$ cat config.mk
export PLATFORM = sky130hd
export DESIGN_NAME = core_sequencer
export DESIGN_NICKNAME = d
export VERILOG_FILES = /design/src/rtl/core_sequencer.sv
export SDC_FILE = /design/constraint.sdc
export NUM_CORES = 1
export LEC_CHECK = 0
export CORE_MARGIN = 1
export CORE_UTILIZATION = 55
export DETAILED_ROUTE_END_ITERATION = 8
export PLACE_DENSITY = 0.86
export SYNTH_ARGS = -nofsm -noshare
export SYNTH_HDL_FRONTEND = slang
export SYNTH_SLANG_ARGS = --single-unit
$ cat constraint.sdc
create_clock -name clk -period 11.24 [get_ports clk]
set_input_delay 3.372 -clock clk [delete_from_list [all_inputs] [get_ports clk]]
set_output_delay 3.372 -clock clk [all_outputs]
set_load 0.1 [all_outputs]
$ cat src/rtl/core_sequencer.sv
// Multi-cycle instruction sequencer: walks each instruction through fetch/decode/exec/mem/write
// using enable/done handshakes and owns the architectural PC and retired-instruction counter.
module core_sequencer #(
  parameter logic [31:0] RESET_PC = 32'h0,
  parameter logic [31:0] PC_STEP  = 32'd4
) (
  input  logic        clk,
  input  logic        rst,
  input  logic        start,
  output logic        fetch_enable,
  input  logic        fetch_done,
  output logic [31:0] pc,
  output logic        decode_enable,
  input  logic        decode_done,
  input  logic        dec_mem,
  input  logic        dec_wb,
  input  logic        dec_halt,
  output logic        exec_enable,
  input  logic        exec_done,
  input  logic        branch_taken,
  input  logic [31:0] branch_target,
  output logic        mem_enable,
  input  logic        mem_done,
  output logic        write_enable,
  input  logic        write_done,
  output logic        busy,
  output logic        halted,
  output logic [31:0] inst_count
);

  typedef enum logic [2:0] {IDLE, FETCH, DECODE, EXEC, MEM, WRITE, HALT} state_t;

  state_t      state, state_next;
  // entry marks the first cycle in a state: it drives the strobe and masks a same-cycle done
  logic        entry;
  logic        mem_q, wb_q, br_q;
  logic [31:0] tgt_q;
  logic        retire;
  logic        taken;
  logic [31:0] tgt_sel, next_pc;

  // A retire straight out of EXEC must see the live branch result, not the stale latch
  assign taken   = (state == EXEC) ? branch_taken  : br_q;
  assign tgt_sel = (state == EXEC) ? branch_target : tgt_q;
  assign next_pc = taken ? (tgt_sel & 32'hFFFF_FFFC) : pc + PC_STEP;

  always_ff @(posedge clk or posedge rst) begin
    if (rst) begin
      state      <= IDLE;
      entry      <= 1'b0;
      pc         <= RESET_PC;
      inst_count <= 32'd0;
      mem_q      <= 1'b0;
      wb_q       <= 1'b0;
      br_q       <= 1'b0;
      tgt_q      <= 32'd0;
    end else begin
      state <= state_next;
      entry <= (state_next != state);
      if (state == DECODE && decode_done && !entry) begin
        mem_q <= dec_mem;
        wb_q  <= dec_wb;
      end
      if (state == EXEC && exec_done && !entry) begin
        br_q  <= branch_taken;
        tgt_q <= branch_target;
      end
      if (retire) begin
        pc         <= next_pc;
        inst_count <= inst_count + 32'd1;
      end
    end
  end

  always_comb begin
    state_next = state;
    retire     = 1'b0;
    case (state)
      IDLE:   if (start) state_next = FETCH;
      FETCH:  if (fetch_done && !entry) state_next = DECODE;
      DECODE: if (decode_done && !entry) state_next = dec_halt ? HALT : EXEC;
      EXEC: begin
        if (exec_done && !entry) begin
          if (mem_q)     state_next = MEM;
          else if (wb_q) state_next = WRITE;
          else begin
            state_next = FETCH;
            retire     = 1'b1;
          end
        end
      end
      MEM: begin
        if (mem_done && !entry) begin
          if (wb_q) state_next = WRITE;
          else begin
            state_next = FETCH;
            retire     = 1'b1;
          end
        end
      end
      WRITE: begin
        if (write_done && !entry) begin
          state_next = FETCH;
          retire     = 1'b1;
        end
      end
      default: state_next = state;
    endcase
  end

  always_comb begin
    fetch_enable  = 1'b0;
    decode_enable = 1'b0;
    exec_enable   = 1'b0;
    mem_enable    = 1'b0;
    write_enable  = 1'b0;
    busy          = 1'b1;
    halted        = 1'b0;
    case (state)
      IDLE:    busy = 1'b0;
      FETCH:   fetch_enable  = entry;
      DECODE:  decode_enable = entry;
      EXEC:    exec_enable   = entry;
      MEM:     mem_enable    = entry;
      WRITE:   write_enable  = entry;
      HALT: begin
        busy   = 1'b0;
        halted = 1'b1;
      end
      default: busy = 1'b0;
    endcase
  end

endmodule

==> results.sh, run 1 <==
export IMPL_io_buffers=110
export IMPL_p_per_area_nw_per_um2=310
export IMPL_worstPathCellList="nand3b_1 -> buf_4 -> nor2_1 -> clkdlybuf4s50_1"
export IMPL_max_vdd_ir_drop_v=0.000162
export IMPL_critPathKind="reg -> out"
export IMPL_synth_area_top_cells="dfrtp_1, mux2_2, nand2_1, a21oi_1, nand3_1"
export IMPL_p_total_mw=2.08
export IMPL_yosysWarnings=0
export IMPL_clock_sinks=99
export IMPL_cp_max_fo=32
export IMPL_yosysTopAreaCell="dfrtp_1"
export IMPL_gp_congestion=0.876
export IMPL_final_nets=708
export IMPL_vias_per_cell=5.93
export IMPL_cts_setup_buffers=0
export IMPL_first_iter_violations=267
export IMPL_r2r_setup_slack_ns=8.67
export IMPL_antenna_found_initial=0
export IMPL_slew_headroom=0.171
export IMPL_slowest_stage="clkdlybuf4s50_1"
export IMPL_cts_tree="done"
export IMPL_syn_inst=569
export IMPL_holdBufCountCts=0
export IMPL_synthFlopType="dfrtp_1"
export IMPL_drc=0
export IMPL_routed_wl_microns=13500
export IMPL_synth_edf_count=0
export IMPL_die_x_microns=100
export IMPL_layout_min_cycle_time_ns=6.09
export IMPL_yosysMostFrequentCell="dfrtp_1"
export IMPL_r2r_cells=6
export IMPL_finalHoldViolCount=0
export IMPL_start_util=0.571
export IMPL_slew_violations=0
export IMPL_r2r_end="pc[12]"
export IMPL_cp_depth=4
export IMPL_coreArea_sq_um=9280
export IMPL_grt_pass1_wl_microns=22600
export IMPL_top_level_ports=115
export IMPL_synth_seq_cells=99
export IMPL_post_route_period_util=0.542
export IMPL_maxCapViolCount=0
export IMPL_hold_end="inst_count[31]"
export IMPL_crit_family="buffers and inverters"
export IMPL_grt_use_total=0.284
export IMPL_avgRoutedWirePerCell_microns=17.0
export IMPL_p_leak_nw=2.85
export IMPL_setup_tns_ns=0
export IMPL_syn_area_sq_um=5300
export IMPL_cts_max_level=3
export IMPL_grt_overflow=0
export IMPL_async_flop_share=1.00
export IMPL_cp_end_kind="output port"
export IMPL_diodes=0
export IMPL_drtPass1Iterations=5
export IMPL_synth_top_cells_by_count="dfrtp_1, nand2_1, a21oi_1"
export IMPL_skew_ns=0.0133
export IMPL_cpPeakStageDelay_ns=1.14
export IMPL_synth_area_per_cell_sq_um=9.32
export IMPL_startpoint_type="flop"
export IMPL_first_global_vias=4627
export IMPL_yosysTopAreaCellShare=0.467
export IMPL_cts_reportedPaths_clkPinSlew_ns=0.10
export IMPL_drive_gt1_frac=0.112
export IMPL_setup_viol=0
export IMPL_rsz0062_at_grt="false"
export IMPL_worstHoldStart="inst_count[31]"
export IMPL_dieArea_sq_um=10000
export IMPL_clk_latency_ns=0.37
export IMPL_vias=4717
export IMPL_dpl_hpwl_microns=8940
export IMPL_antenna_left=0
export IMPL_grt_max_degree=52
export IMPL_cts_resized=0
export IMPL_ys_seq_area_frac=0.467
export IMPL_r2r_start="state[2]"
export IMPL_fmax_mhz=164
export IMPL_area_delta_synth_final_pct=26.5
export IMPL_worst_pin_slew_ns=1.23
export IMPL_clk_path_buf_depth=2
export IMPL_rows=35
export IMPL_hold_depth=1
export IMPL_root_buffer="clkbuf_8"
export IMPL_status="completed"
export IMPL_cp_num_buf_inv=2
export IMPL_fp_dieH_microns=100
export IMPL_ys_types=58
export IMPL_hp_class="reg -> reg"
export IMPL_arrival_ns=2.72
export IMPL_worstPathRequired_ns=7.87
export IMPL_cts_buffers=9
-- stage by stage --
step	hold slack (ns)	worst slack, ns	util	std cells	area, sq um
6_report	0.483	5.15	0.723	796	6710
5_1_grt	0.504	5.01	0.723	796	6710
4_1_cts	0.484	5.16	0.723	796	6710
3_5_place_dp	0.467	5.57	0.696	780	6460
3_3_place_gp	0.462	5.60	0.696	780	6460
2_1_floorplan	0.479	5.03	-	570	5310
-- layer usage --
metal,vias to the layer above,track usage,part of all wire
li1,2199,-,-
met1,2321,0.361,0.41
met2,180,0.484,0.51
met3,17,0.0696,0.070
met4,0,0.0803,0.010
met5,-,0,0
-- logic make-up after synthesis --
group / after synthesis / synth area share
AO/OA/AOI/OAI: 112 / 0.133
XOR/XNOR: 31 / 0.0512
adder cells (fa/ha/maj): 2 / 0.00472
buffers and inverters: 52 / 0.0441
flip-flops: 99 / 0.467
multiplexers: 37 / 0.0783
other: 1 / 0.000707
AND/OR/NAND/NOR: 235 / 0.221
-- placed cells by master (no fill, tap or decap), types with 3 or more instances in the layout --
cell type        count
nor4_1               5
a21oi_1             43
clkbuf_8             9
a31oi_1              5
xor2_1              19
nor3b_1              3
a2bb2oi_1            8
xnor2_1             12
bufinv_16            3
nand3_1             41
clkdlybuf4s50_1    110
nor2_1              27
mux2_2              33
mux2i_1              3
dfrtp_1             99
inv_1               15
o22a_1               3
nand2_1             88
nor3_1              24
nand4_1             19
inv_6                3
nor4_2               3
buf_4                7
and3_1               8
o21ai_0             28
-- worst max-delay path by stage --
stage / start / end / slack (ns)
4_1_cts: state[0] / exec_enable / 5.16
6_report: state[0] / exec_enable / 5.15
3_3_place_gp: state[0] / exec_enable / 5.60
2_1_floorplan: state[1] / mem_enable / 5.03
5_1_grt: state[0] / exec_enable / 5.01
3_5_place_dp: state[0] / exec_enable / 5.57
-- flip-flops by register name (all words and copies together), names as in the netlist --
| register | flops |
|---|---|
| br_q | 1 |
| entry | 1 |
| inst_count | 32 |
| mem_q | 1 |
| pc | 30 |
| state | 3 |
| tgt_q | 30 |
| wb_q | 1 |
-- worst register-to-register path: cells and delay by family (launching register included) --
kind / cells / cell delay (ns)
DFF: 1 / 0.60
buffers and inverters: 1 / 0.38
AOI/OAI and AO/OA: 2 / 0.26
muxes: 1 / 0.77
and+or+nand+nor: 2 / 0.40
-- where the power goes --
part | total (mW) | switching [mW] | internal, mW | leakage, nW
sequential | 0.624 | 0.140 | 0.484 | 1.21
combinational | 1.17 | 0.833 | 0.339 | 1.51
clock | 0.281 | 0.131 | 0.150 | 0.125
-- cell type report --
cell class,count,area [sq um]
clock buffer,9,124
clock inverter,7,121
fill,729,2570
inverter,16,62.6
multi-input combinational,419,2610
sequential,99,2480
tap,129,161
timing repair buffer,117,1150
(Power assumes the default switching activity.)
==> run 2: changes to the inputs <==
--- a/config.mk
+++ b/config.mk
@@ -6,9 +6,9 @@
 export NUM_CORES = 1
 export LEC_CHECK = 0
 export CORE_MARGIN = 1
-export CORE_UTILIZATION = 55
+export CORE_UTILIZATION = 46
 export DETAILED_ROUTE_END_ITERATION = 8
-export PLACE_DENSITY = 0.86
+export PLACE_DENSITY = 0.76
 export SYNTH_ARGS = -nofsm -noshare
 export SYNTH_HDL_FRONTEND = slang
 export SYNTH_SLANG_ARGS = --single-unit
==> constraint.sdc (replaced) <==
create_clock -name clk -period 5.6 [get_ports clk]
set_input_delay 1.68 -clock clk [delete_from_list [all_inputs] [get_ports clk]]
set_output_delay 1.68 -clock clk [all_outputs]
set_load 0.1 [all_outputs]
==> run 2 against run 1 <==
Final cell count up 1.5%. Power up 110%. Sequential share of layout area fell by 0.71 points. Core utilization is 10 points lower. Clock skew fell by 0.0061 ns. Critical path depth fell by 1. Register-to-register slack got worse by 5.9 ns. Largest cell class unchanged.
==> results.sh, run 2 (synthesis results as in run 1) <==
export IMPL_vias=4702
export IMPL_register_area_sq_um=2480
export IMPL_layout_commonest_cell="clkdlybuf4s50_1"
export IMPL_coreArea_sq_um=11000
export IMPL_gp_congestion=0.858
export IMPL_finalHoldViolCount=0
export IMPL_maxCapViolCount=0
export IMPL_worstPathRequired_ns=3.92
export IMPL_first_global_vias=4520
export IMPL_startpoint_type="flop"
export IMPL_max_vdd_ir_drop_v=0.000511
export IMPL_cts_resized=0
export IMPL_worst_pin_slew_ns=1.19
export IMPL_cts_reportedPaths_clkPinSlew_ns=0.06
export IMPL_drc=0
export IMPL_p_switching_mw=2.21
export IMPL_setup_tns_ns=0
export IMPL_start_util=0.481
export IMPL_dpl_hpwl_microns=8870
export IMPL_slew_headroom=0.199
export IMPL_area_delta_synth_final_pct=29.0
export IMPL_clock_sinks=99
export IMPL_holdBufCountCts=0
export IMPL_p_per_area_nw_per_um2=636
export IMPL_final_cell_mix="clkdlybuf4s50_1, dfrtp_1, nand2_1"
export IMPL_design_area_sq_um=6840
export IMPL_setup_viol=0
export IMPL_io_buffers=110
export IMPL_first_iter_violations=370
export IMPL_multiInputGateArea_sq_um=2610
export IMPL_drive_gt1_frac=0.112
export IMPL_grt_pass1_wl_microns=22200
export IMPL_p_total_mw=4.35
export IMPL_clk_latency_ns=0.35
export IMPL_clkPwrFrac=0.171
export IMPL_status="completed"
export IMPL_cts_buffers=9
export IMPL_vias_per_cell=5.82
export IMPL_cts_max_level=3
export IMPL_grt_overflow=0
export IMPL_routed_wl_microns=13600
export IMPL_largest_register="inst_count"
export IMPL_skew_ns=0.00715
export IMPL_largest_reg_flops=32
export IMPL_comb_power_share=0.541
export IMPL_cts_tree="done"
export IMPL_die_x_microns=109
export IMPL_fp_dieH_microns=109
export IMPL_rows=38
export IMPL_placed_area_sq_um=6480
export IMPL_fill_cells=944
export IMPL_antenna_found_initial=0
export IMPL_rsz0062_at_grt="false"
export IMPL_root_buffer="clkbuf_16"
export IMPL_grt_max_degree=68
export IMPL_p_leak_nw=2.90
export IMPL_cp_max_fo=16
export IMPL_dieArea_sq_um=12000
export IMPL_p_int_mw=2.14
export IMPL_arrival_ns=2.53
export IMPL_layout_min_cycle_time_ns=4.21
export IMPL_grt_use_total=0.240
export IMPL_p_sw_frac=0.508
export IMPL_final_nets=709
export IMPL_clk_path_buf_depth=2
export IMPL_critPathKind="reg -> out"
export IMPL_diodes=0
export IMPL_avgRoutedWirePerCell_microns=16.8
export IMPL_hp_class="reg -> reg"
export IMPL_cp_end_kind="output port"
export IMPL_post_route_period_util=0.751
export IMPL_top_regs="inst_count (32), pc (30), tgt_q (30)"
export IMPL_top_level_ports=115
export IMPL_drtPass1Iterations=5
export IMPL_fin_util=0.620
export IMPL_cts_setup_buffers=0
export IMPL_seqPwrFrac=0.288
export IMPL_antenna_left=0
export IMPL_slew_violations=0
export IMPL_fmax_mhz=238
==> run 2: final cells by class <==
type,count,share of cell area
clock buffers,11,0.0340
clock inverters,5,0.0183
inverters,16,0.00915
multi-input cells,419,0.381
flip-flops and latches,99,0.362
well taps,140,0.0256
repair buffers,118,0.169
==> run 2: worst paths after layout <==
kind | from | cells past startpoint | slack, ns | to
max | state[1] | 3 | 1.39 | decode_enable
min | inst_count[31] | 1 | 0.48 | inst_count[31]
max reg2reg | state[2] | 7 | 2.76 | pc[24]
min reg2reg | inst_count[31] | 1 | 0.48 | inst_count[31]
max in group asynchronous | rst | 3 | 2.79 | inst_count[1]
min in group asynchronous | rst | 2 | 1.85 | tgt_q[26]
==> run 2: power by group through the flow <==
stage          Clock (mW)  Sequential (mW)  Combinational [mW]
3_3_place_gp            0             1.24                2.30
5_1_grt             0.788             1.29                2.50
2_1_floorplan           0             2.02                1.01
3_5_place_dp            0             1.26                2.35
6_report            0.746             1.25                2.35
4_1_cts             0.763             1.24                2.36
==> run 2: worst max-delay path, stage by stage, from the launching register on <==
cell	delay, ns
dfrtp_1	0.63
nor3b_1	0.26
and2_1	0.16
clkdlybuf4s50_1	1.13
==> run 2: layer usage <==
layer	global-route usage	vias to the layer above	wire length (microns)
met5	0	-	0
met4	0.0752	0	139
met3	0.0705	11	950
met2	0.393	170	6550
met1	0.307	2308	5940
li1	-	2213	-
==> run 2: per-stage QoR <==
step | std cells | setup WS [ns] | hold slack, ns
floorplan | 570 | 1.08 | 0.479
global placement | 792 | 1.71 | 0.473
detailed placement | 792 | 1.67 | 0.472
CTS | 808 | 1.37 | 0.484
global route | 808 | 1.21 | 0.506
finish | 808 | 1.39 | 0.477
==> run 3: changes to the inputs <==
==> constraint.sdc (replaced) <==
create_clock -name clk -period 3.63 [get_ports clk]
set_input_delay 1.089 -clock clk [delete_from_list [all_inputs] [get_ports clk]]
set_output_delay 1.089 -clock clk [all_outputs]
set_load 0.1 [all_outputs]
==> run 3 against run 2 <==
Sequential power is 55% higher. Core utilization is 1.4 points lower. Power is 49% higher. Worst setup slack worse by 0.65 ns. Highest routed layer unchanged. Critical path depth is 1 higher. Final cell count is 0.50% higher. Combinational power is 54% higher. Wire length is 1.6% lower. Critical path type unchanged. First-iteration DRC count is 16% lower. Via count is 2.1% lower. Register-to-register slack worse by 1.6 ns.
==> results.sh, run 3 (synthesis results as in run 1) <==
export IMPL_grt_use_total=0.232
export IMPL_cts_reportedPaths_clkPinSlew_ns=0.06
export IMPL_first_global_vias=4393
export IMPL_drc=0
export IMPL_top_regs="inst_count (32), pc (30), tgt_q (30)"
export IMPL_gr_max_usage_layer="met2"
export IMPL_dpl_hpwl_microns=8880
export IMPL_dpl_cell_count=797
export IMPL_rows=38
export IMPL_final_nets=714
export IMPL_instances_no_fill=812
export IMPL_cp_end_kind="output port"
export IMPL_worstPathRequired_ns=2.54
export IMPL_io_buffers=110
export IMPL_start_util=0.481
export IMPL_cts_setup_buffers=0
export IMPL_cts_buffers=9
export IMPL_critPathKind="reg -> out"
export IMPL_routed_wl_microns=13400
export IMPL_gp_congestion=0.838
export IMPL_vias_per_cell=5.67
export IMPL_p_leak_nw=3.00
export IMPL_grt_met2_usage=0.376
export IMPL_grt_pass1_wl_microns=21500
export IMPL_setup_slack_ns=0.738
export IMPL_largest_reg_flops=32
export IMPL_vias=4603
export IMPL_largest_register="inst_count"
export IMPL_post_route_period_util=0.797
export IMPL_grtUsageMet3=0.0759
export IMPL_r2r_start="state[2]"
export IMPL_layout_commonest_cell="dfrtp_1"
export IMPL_fmax_mhz=346
export IMPL_antenna_left=0
export IMPL_cts_tree="done"
export IMPL_holdBufCountCts=0
export IMPL_grt_overflow=0
export IMPL_cts_resized=0
export IMPL_crit_start="state[0]"
export IMPL_die_x_microns=109
export IMPL_p_total_mw=6.46
export IMPL_clk_path_buf_depth=2
export IMPL_fill_cells=955
export IMPL_root_buffer="clkbuf_16"
export IMPL_avgRoutedWirePerCell_microns=16.5
export IMPL_grt_max_degree=100
export IMPL_coreArea_sq_um=11000
export IMPL_status="completed"
export IMPL_setup_viol=0
export IMPL_maxCapViolCount=0
export IMPL_layout_min_cycle_time_ns=2.89
export IMPL_area_delta_synth_final_pct=26.0
export IMPL_worstPathCellList="nand3b_1 -> buf_4 -> nor2_1 -> buf_12"
export IMPL_max_vdd_ir_drop_v=0.000751
export IMPL_final_cell_mix="dfrtp_1, nand2_1, buf_4"
export IMPL_r2r_cells=7
export IMPL_hp_class="reg -> reg"
export IMPL_fp_dieH_microns=109
export IMPL_dieArea_sq_um=12000
export IMPL_r2r_setup_slack_ns=1.13
export IMPL_worst_pin_slew_ns=0.718
export IMPL_rsz0062_at_grt="false"
export IMPL_diodes=0
export IMPL_dpl_worst_slack_ns=0.474
export IMPL_cts_max_level=3
export IMPL_p_per_area_nw_per_um2=968
export IMPL_gr_usage_met1=0.299
export IMPL_critPathCapture="exec_enable"
export IMPL_drtPass1Iterations=4
export IMPL_cp_max_fo=16
export IMPL_clk_latency_ns=0.34
export IMPL_top_level_ports=115
export IMPL_startpoint_type="flop"
export IMPL_clock_sinks=99
export IMPL_drive_gt1_frac=0.220
export IMPL_first_iter_violations=312
export IMPL_slew_violations=0
export IMPL_slowest_stage="dfrtp_1"
export IMPL_antenna_found_initial=0
export IMPL_slew_headroom=0.517
export IMPL_skew_ns=0.00632
export IMPL_r2r_end="pc[20]"
export IMPL_finalHoldViolCount=0
export IMPL_cpPeakStageDelay_ns=0.66
export IMPL_arrival_ns=1.80
-- run 3: cell count changes in the layout (fill, tap and decap cells not counted), moves of 3 or more --
cell	previous run	this run
buf_4	9	78
buf_12	0	4
bufinv_16	4	0
clkbuf_8	0	3
clkdlybuf4s50_1	109	41
-- run 3: worst min path at each step --
stage                                end  cells past startpoint           start  slack, ns
after global placement    inst_count[31]                      1  inst_count[31]       0.47
final                     inst_count[31]                      1  inst_count[31]       0.48
after floorplan                tgt_q[21]                      1       tgt_q[21]       0.48
after CTS                 inst_count[31]                      1  inst_count[31]       0.48
after global routing      inst_count[31]                      1  inst_count[31]       0.51
after detailed placement  inst_count[31]                      1  inst_count[31]       0.46
-- run 3: metal layers --
| layer | wire length, microns | vias to the layer above |
|---|---|---|
| met5 | 0 | - |
| met4 | 127 | 0 |
| met3 | 1120 | 9 |
| met2 | 6320 | 158 |
| met1 | 5800 | 2212 |
| li1 | - | 2224 |
-- run 3: cell type report --
type / count / area [sq um] / area share
timing repair buffer: 123 / 1080 / 0.161
sequential: 99 / 2480 / 0.371
clock buffer: 13 / 270 / 0.0404
inverter: 16 / 63.8 / 0.00955
multi-input combinational: 419 / 2610 / 0.390
clock inverter: 2 / 10.0 / 0.00150
tap: 140 / 175 / 0.0262
-- run 3: worst max-delay path, delay by kind of cell, from the launching register on --
family | cells | cell delay, ns
flip-flops | 1 | 0.66
buffers and inverters | 2 | 0.43
AND/OR/NAND/NOR | 2 | 0.37
-- run 3: power by group --
group          switching (mW)  internal [mW]
Clock                   0.391          0.515
Sequential              0.440           1.50
Combinational            2.58           1.04
Total                    3.41           3.06
-- run 3: stage by stage --
stage	area (sq um)	TNS [ns]	hold WS [ns]	util
after floorplan	5310	-0.599	0.479	-
after global placement	6400	0	0.465	0.580
after detailed placement	6400	0	0.462	0.580
after CTS	6680	0	0.480	0.606
after global routing	6680	0	0.507	0.606
final	6680	0	0.481	0.606
